==> src/rtl/ex_wb_stage.sv <==
// Execute/writeback stage: single-cycle ALU ops plus a bit-serial shifter
// that stalls the input for one cycle per shift position.
module ex_wb_stage #(
    parameter int XLEN = 32
) (
    input  logic            clk,
    input  logic            rst,
    input  logic            in_valid,
    output logic            in_ready,
    input  logic [XLEN-1:0] in_rs1_data,
    input  logic [XLEN-1:0] in_rs2_data,
    input  logic [XLEN-1:0] in_imm,
    input  logic            in_use_imm,
    input  logic [3:0]      in_alu_op,
    input  logic [4:0]      in_rd,
    input  logic            flush,
    output logic            rf_write_en,
    output logic [4:0]      rf_write_reg,
    output logic [XLEN-1:0] rf_write_data,
    output logic            illegal
);

    typedef enum logic [0:0] {
        IDLE  = 1'b0,
        SHIFT = 1'b1
    } state_e;

    typedef enum logic [3:0] {
        OP_ADD  = 4'd0,
        OP_SUB  = 4'd1,
        OP_SLL  = 4'd2,
        OP_SLT  = 4'd3,
        OP_SLTU = 4'd4,
        OP_XOR  = 4'd5,
        OP_SRL  = 4'd6,
        OP_SRA  = 4'd7,
        OP_OR   = 4'd8,
        OP_AND  = 4'd9
    } alu_op_e;

    typedef enum logic [1:0] {
        SK_SLL = 2'd0,
        SK_SRL = 2'd1,
        SK_SRA = 2'd2
    } shift_kind_e;

    state_e          state_q, state_d;
    logic [4:0]      count_q, count_d;
    logic [XLEN-1:0] shift_val_q, shift_val_d;
    shift_kind_e     kind_q, kind_d;
    logic [4:0]      shift_rd_q, shift_rd_d;
    logic            rf_we_q, rf_we_d;
    logic [4:0]      rf_reg_q, rf_reg_d;
    logic [XLEN-1:0] rf_data_q, rf_data_d;
    logic            illegal_q, illegal_d;

    logic [XLEN-1:0] op_a;
    logic [XLEN-1:0] op_b;
    logic [4:0]      shamt;
    logic [XLEN-1:0] alu_result;
    logic [XLEN-1:0] shift_step;
    logic            accept;
    logic            op_is_shift;
    logic            op_illegal;
    shift_kind_e     in_kind;

    assign in_ready   = (state_q == IDLE) && !flush;
    assign accept     = in_valid && in_ready;
    assign op_a       = in_rs1_data;
    assign op_b       = in_use_imm ? in_imm : in_rs2_data;
    assign shamt      = op_b[4:0];
    assign op_illegal = (in_alu_op > 4'd9);

    // Single-cycle ALU; shift ops only reach writeback from here when s == 0.
    // NOTE: every output of a combinational block gets a default first so no latch is inferred.
    always_comb begin
        alu_result  = '0;
        op_is_shift = 1'b0;
        in_kind     = SK_SLL;
        case (alu_op_e'(in_alu_op))
            OP_ADD:  alu_result = op_a + op_b;
            OP_SUB:  alu_result = op_a - op_b;
            OP_SLT:  alu_result = {{(XLEN-1){1'b0}}, ($signed(op_a) < $signed(op_b))};
            OP_SLTU: alu_result = {{(XLEN-1){1'b0}}, (op_a < op_b)};
            OP_XOR:  alu_result = op_a ^ op_b;
            OP_OR:   alu_result = op_a | op_b;
            OP_AND:  alu_result = op_a & op_b;
            OP_SLL: begin
                alu_result  = op_a;
                op_is_shift = 1'b1;
                in_kind     = SK_SLL;
            end
            OP_SRL: begin
                alu_result  = op_a;
                op_is_shift = 1'b1;
                in_kind     = SK_SRL;
            end
            OP_SRA: begin
                alu_result  = op_a;
                op_is_shift = 1'b1;
                in_kind     = SK_SRA;
            end
            default: alu_result = '0;
        endcase
    end

    // One shift position per cycle; SRA keeps bit 31, so the original sign is preserved.
    always_comb begin
        shift_step = shift_val_q;
        case (kind_q)
            SK_SLL:  shift_step = {shift_val_q[XLEN-2:0], 1'b0};
            SK_SRL:  shift_step = {1'b0, shift_val_q[XLEN-1:1]};
            SK_SRA:  shift_step = {shift_val_q[XLEN-1], shift_val_q[XLEN-1:1]};
            default: shift_step = shift_val_q;
        endcase
    end

    always_comb begin
        state_d     = state_q;
        count_d     = count_q;
        shift_val_d = shift_val_q;
        kind_d      = kind_q;
        shift_rd_d  = shift_rd_q;
        rf_we_d     = 1'b0;
        rf_reg_d    = rf_reg_q;
        rf_data_d   = rf_data_q;
        illegal_d   = 1'b0;

        if (flush) begin
            state_d = IDLE;
            count_d = '0;
        end else begin
            case (state_q)
                IDLE: begin
                    if (accept) begin
                        if (op_illegal) begin
                            illegal_d = 1'b1;
                        end else if (op_is_shift && (shamt != 5'd0)) begin
                            state_d     = SHIFT;
                            count_d     = shamt;
                            shift_val_d = op_a;
                            kind_d      = in_kind;
                            shift_rd_d  = in_rd;
                        end else if (in_rd != 5'd0) begin
                            rf_we_d   = 1'b1;
                            rf_reg_d  = in_rd;
                            rf_data_d = alu_result;
                        end
                    end
                end
                SHIFT: begin
                    shift_val_d = shift_step;
                    count_d     = count_q - 5'd1;
                    if (count_q == 5'd1) begin
                        state_d = IDLE;
                        if (shift_rd_q != 5'd0) begin
                            rf_we_d   = 1'b1;
                            rf_reg_d  = shift_rd_q;
                            rf_data_d = shift_step;
                        end
                    end
                end
                default: begin
                    state_d = IDLE;
                    count_d = '0;
                end
            endcase
        end
    end

    // NOTE: state registers use non-blocking assignments so all flops update from pre-edge values.
    always_ff @(posedge clk or negedge rst) begin
        if (!rst) begin
            state_q     <= IDLE;
            count_q     <= '0;
            shift_val_q <= '0;
            kind_q      <= SK_SLL;
            shift_rd_q  <= '0;
            rf_we_q     <= 1'b0;
            rf_reg_q    <= '0;
            rf_data_q   <= '0;
            illegal_q   <= 1'b0;
        end else begin
            state_q     <= state_d;
            count_q     <= count_d;
            shift_val_q <= shift_val_d;
            kind_q      <= kind_d;
            shift_rd_q  <= shift_rd_d;
            rf_we_q     <= rf_we_d;
            rf_reg_q    <= rf_reg_d;
            rf_data_q   <= rf_data_d;
            illegal_q   <= illegal_d;
        end
    end

    assign rf_write_en   = rf_we_q;
    assign rf_write_reg  = rf_reg_q;
    assign rf_write_data = rf_data_q;
    assign illegal       = illegal_q;

endmodule

==> config.mk <==
export PLATFORM = sky130hd
export DESIGN_NAME = ex_wb_stage
export DESIGN_NICKNAME = d
export VERILOG_FILES = /design/src/rtl/ex_wb_stage.sv
export SDC_FILE = /design/constraint.sdc
export NUM_CORES = 1
export LEC_CHECK = 0
export BUFFER_PORTS_ARGS = -buffer_cell sky130_fd_sc_hd__buf_2
export CAP_MARGIN = 20
export CORE_MARGIN = 1
export CORE_UTILIZATION = 45
export DETAILED_ROUTE_END_ITERATION = 12
export PLACE_DENSITY = 0.68
export REMOVE_ABC_BUFFERS = 1
export SLEW_MARGIN = 20
export SYNTH_ARGS = -nofsm -noshare
export SYNTH_HDL_FRONTEND = slang
export SYNTH_SLANG_ARGS = --single-unit
==> constraint.sdc <==
create_clock -name clk -period 2.3 [get_ports clk]
set_clock_uncertainty 0.15 [all_clocks]
set_input_delay 0.575 -clock clk [delete_from_list [all_inputs] [get_ports clk]]
set_output_delay 0.575 -clock clk [all_outputs]
set_load 0.01 [all_outputs]
---- After elaboration in Yosys (flattened, before gate mapping) ----
Index checks and enable logic that the tools add are counted.
word-level totals
  output and inout port bits .............. 40
  ROM bits ................................ 0
  RAM bits ................................ 0
  bits in registers ....................... 84
  input bits .............................. 110
  latch bits .............................. 0
  memories ................................ 0
cells by class
  divide/modulo/power cells ............... 0
  $add $sub $neg .......................... 3
  reduce and logical (&&, ||, !) cells .... 14
  mux-type cells .......................... 46
  bitwise gates (word level) .............. 6
  $mul .................................... 0
  equality and inequality tests ........... 22
  shift operators ......................... 0
  order comparisons ....................... 3
operator list
  kind                                                   count
  two-way mux 32 bit                                     10
  case mux 32 bit (8 select lines)                       1
  case mux 32 bit (2 select lines)                       2
  case mux 32 bit (3 select lines)                       1
  < comparator 32 bit                                    2
  two-way mux 5 bit                                      10
  adder 32 bit                                           1
  bitwise AND 32 bit                                     1
  OR 32 bit                                              1
  subtractor 32 bit                                      1
  XOR 32 bit                                             1
  case mux 5 bit (2 select lines)                        2
  two-way mux 1 bit                                      17
  equality test 4 x 3 -> 1 bit, second input constant    4
  nonzero test 5 bit                                     3
  equality test 4 x 2 -> 1 bit, second input constant    2
  equality test 4 bit, second input constant             2
  inequality test 2 x 1 -> 1 bit, second input constant  4
  AND reduction 7 bit                                    1
  inequality test 2 bit, second input constant           3
  inequality test 3 bit, second input constant           2
  equality test 5 x 1 -> 1 bit, second input constant    1
  AND reduction 5 bit                                    1
  subtractor 5 x 1 -> 5 bit, second input constant       1
  15 further kinds                                       20

---- Longest topological paths before layout ----
  depth after elaboration ................. 9
  mapped depth ............................ 15
  mapped depth without buffers ............ 14

---- Worst setup path after synthesis ----
OpenSTA, ideal clock, no wires.
  kind .................................... input-to-reg
  start ................................... in in_use_imm
  end ..................................... reg rf_data_q[30], in the netlist rf_write_data[30]
  data arrival time ....................... 3.792 ns
  cell stages on the path ................. 15
  buffers on the path ..................... 4
  slack ................................... -1.775 ns
  cells stage by stage .................... buf_2 -> buf_6 -> buf_1 -> mux2i_1 -> ha_1 -> buf_2 -> nor2_2 -> o2111ai_1 -> a21oi_2 -> o2111ai_2 -> a31oi_2 -> a221oi_4 -> o31a_2 -> o41ai_1 -> a31oi_1
on the way
  longest elaborated chain between the ends .. 8
ends and longest elaborated chain
  item                                       RTL line  source
  start: declaration                         13        input logic in_use_imm,
  two-way mux 32 bit *                       70        assign op_b = in_use_imm ? in_imm : in_rs2_data;
  subtractor 32 bit (tied with other cells)  82        OP_SUB: alu_result = op_a - op_b;
  case mux 32 bit (8 select lines)           80        case (alu_op_e'(in_alu_op))
  two-way mux 32 bit                         144       end else if (in_rd != 5'd0) begin
  two-way mux 32 bit                         138       end else if (op_is_shift && (shamt != 5'd0)) begin
  two-way mux 32 bit                         136       if (op_illegal) begin
  two-way mux 32 bit                         135       if (accept) begin
  case mux 32 bit (2 select lines)           133       case (state_q)
  end signal: assignment                     191       rf_data_q <= rf_data_d;
  end: declaration                           54        logic [XLEN-1:0] rf_data_q, rf_data_d;
Every way passes the cells marked *; elsewhere a longest branch is shown, timed or not. The select of a mux whose other input is x is not followed.
A chain may end at the register's enable or synchronous reset.

---- Final worst setup path ----
  start ................................... in in_use_imm
  end ..................................... reg rf_data_q[20], in the netlist rf_write_data[20]
The elaborated chain is that of the path after synthesis.

==> metrics.md <==
| Metric | Value |
|---|---|
| Vias | ~13000 |
| Most common flop cell mapped by yosys | dfrtp_1 |
| Worst Hold Launch | rf_write_data[5] |
| Post-DRT Antenna Nets | 0 |
| Post-DR wirelength/cell | a little over 20 um |
| Die Height | between 150 and 200 um |
| DIE AREA | around 24000 um2 |
| Avg Cell Area, Syn | approximately 7.4 um2 |
| R2R depth | 8 |
| Nets | between 2000 and 2500 |
| Initial DRC count | about 1200 |
| Layout cells sized above 1 | 0.421 |
| Initial antenna violation count | 0 |
| Hold Path Depth | 1 |
| Post-Synth Simple-Gate Area | 0.206 |
| Ys Warns | 0 |
| Status | finished, violations left |
| Cell area after synthesis | approximately 11000 um2 |
| PwrDens | roughly 520 nW/um2 |
| Post-layout min period | 3440 ps |
| DR pass1 iterations | 6 |
| Most frequent cells in the layout | 400 x buf_4, 147 x buf_2, 146 x nor2_1 |
| Synth Area in Compound Gates | 0.322 |
| Total core area | between 20000 and 25000 um2 |
| Post-synth EDFFs | 0 |
| Violated checks | setup timing |
| CP Capture Type | register |
| Crit-path max FO | 8 |
| Worst Hold Path EP | rf_write_data[5] |
| Post-Place Cells | about 2200 |
| Placed inst area | around 15000 um2 |
| Clock transition at path regs | ~70 ps |
| Vias per cell | roughly 6.0 |
| Total grt overflow | 0 |
| Fmax achieved | just under 0.3 GHz |
| CP Class | primary input to register |
| Unrepaired setup endpoints after global routing | yes |
| Final std cells w/o fill | about 2300 |
| Worst r2r dst | rf_write_data[31] |
| Final period util | 1.49 |
| Number of global-route vias before repair | roughly 13000 |
| Synth Area in XOR/XNOR | 0.0123 |
| #FFs+latches synth | 84 |
| CP Launch Type | primary input |
| # setup viols final | 39 |
| Cell row count | 55 |
| Mux cell area share after synthesis | 0.0556 |
| Worst Hold Class | register to register |
| # diodes | 0 |
| Post-synth top area share | 0.197 |
| Tot Pwr | ~0.0086 W |
| Clk Latency, worst-skew pair | ~370 ps |
| VDD IR-drop max | around 0.41 mV |
| Max H-tree Level | 3 |
| Largest net degree at the start of global routing | between 70 and 80 |
| CTS Buf Count | 9 |
| Final Hold Fails | 0 |
| Starting Density | 0.465 |
| CTS sink count | 84 |
| Critical R2R Launch | shift_rd_q[2] |
| Sequential element share of the synthesized area | 0.197 |
| Worst R2R Setup Slack | -360 ps |
| Die width | 156 um |
| I/O pins | 150 |
| Final WS setup | -1140 ps |
| Routed Wire Length | 46.2 mm |
| Cell variety after synth | between 90 and 100 |
| Global placer's final weighted congestion | 1.04 |
| Critical Path RT | between 2000 and 2500 ps |
| Critical path arrival | 3530 ps |
| Area grow syn2layout | 54.8% |
| Fillers | between 1500 and 2000 |
| Gate Count Post-Synth | around 1400 |
| Cell taking the most area after synthesis | dfrtp_1 |
| CTS tree | done |
| Final instance area | 16500 um2 |
| Port Buf Inserts | 149 |
| Commonest non-fill, non-tap cell in the layout | buf_4 |
| Worst slew margin | 0.622 |
| Post-DP HPWL | 34.6 mm |
| Clock Tree Buf Depth | 2 |
| Synth top area cells | dfrtp_1 20%, ha_1 12%, nor2_1 5.5%, mux2i_1 4.6%, a21oi_1 4.6% |
| Residual DRC | 0 |
| CTS root buffer | clkbuf_16 |
| Leakage power | about 7.7 nW |
| First-pass GRT wire length | approximately 70 mm |
| Max Cap Viol | 0 |
| Largest family of logic cells by synthesized area | compound AO/OA/AOI/OAI gates |
| Final core occ | 0.719 |
| Worst-margin pin slew | 563 ps |
| Max Transition Viols Final | 0 |
| Gr usage total | 0.373 |
| FFs w/ async S/R, synth | 1.00 |
| Synth Area in Adders | 0.127 |
==> synth_stat cells (5+ instances only) <==
cell,instances
nand2b_1,13
ha_1,105
mux2_2,7
buf_1,8
mux2i_1,49
nor4_1,10
or3_1,9
inv_2,6
buf_2,13
dfrtp_1,84
o31ai_1,17
inv_1,106
a211oi_1,18
a221o_1,16
xor2_1,5
or2_2,5
a211o_1,7
nand2_1,122
o21ai_0,74
o211ai_1,27
o22ai_1,7
o21bai_1,19
a221oi_1,23
a21oi_1,97
clkbuf_1,68
xnor2_1,10
o21a_1,10
o21ai_1,20
nor2b_1,31
a31oi_1,53
and3_1,10
o22a_1,5
nand4_1,7
a21o_1,21
a22oi_1,5
nor3_1,43
nand3_1,35
nor2_1,156
==> worst max path at each step <==
stage,startpoint,end,slack [ps],depth (start not counted)
6_report,in_use_imm,rf_write_data[20],-1140,15
5_1_grt,in_use_imm,rf_write_data[20],-1250,15
4_1_cts,in_use_imm,rf_write_data[0],-1010,16
3_5_place_dp,in_use_imm,rf_write_data[30],-1750,16
3_3_place_gp,in_use_imm,rf_write_data[20],-1720,15
2_1_floorplan,in_alu_op[3],shift_val_q[31],-2510,8
==> through the flow <==
stage	setup TNS, ps	setup slack (ps)	hold WS (ps)
after floorplan	-144650	-2510	129
after global placement	-64470	-1720	272
after detailed placement	-70650	-1750	270
after CTS	-26160	-1010	342
after global routing	-33210	-1250	355
final	-28620	-1140	342
==> area by class of cell <==
type / count / area (um2) / share of cell area
timing repair buffer: 588 / 4350 / 0.264
clock buffer: 9 / 225 / 0.0137
sequential: 84 / 2100 / 0.128
multi-input combinational: 1139 / 8870 / 0.538
inverter: 112 / 424 / 0.0257
tap: 313 / 392 / 0.0238
clock inverter: 7 / 121 / 0.00736
==> what timing repair did <==
action                                  4_1_cts  5_1_grt
hold buffers                                  1        0
pin swaps                                   129       63
hold endpoints to repair                      7        0
endpoints found under the setup margin       79       83
setup buffers                                25       12
resized for setup                           195       62
==> report_power, final <==
part	switching (W)	internal (W)	total, W	leakage [nW]
sequential	0.000315	0.00185	0.00217	1.02
clock	0.000720	0.00107	0.00179	0.170
combinational	0.00246	0.00223	0.00469	6.51
total	0.00350	0.00515	0.00865	7.70
==> metal layers <==
layer,GRT usage,up-vias,part of all wire
met5,0,-,0
met4,0.162,0,0.038
met3,0.0419,132,0.076
met2,0.625,655,0.47
met1,0.483,6397,0.42
li1,-,6219,-
==> cell families (layout without fill, tap and decap cells) <==
| family | after synthesis | count (layout) |
|---|---|---|
| xor gates and xnor gates | 15 | 15 |
| buffers and inverters | 209 | 716 |
| DFF | 84 | 84 |
| and+or+nand+nor | 469 | 469 |
| muxes | 57 | 57 |
| adders and majority gates | 107 | 107 |
| AOI/OAI and AO/OA | 491 | 491 |
==> worst max-delay path, stage by stage <==
cell and delay [ps]:
buf_12 110, buf_12 150, buf_12 160, mux2i_4 210, ha_4 320, buf_6 130
nand2_1 180, nor4_2 340, a21oi_4 130, o31a_2 400, buf_6 130, nand2_1 50
nand2_1 50, a211o_1 290, a221o_1 290
(Power assumes the default switching activity.)
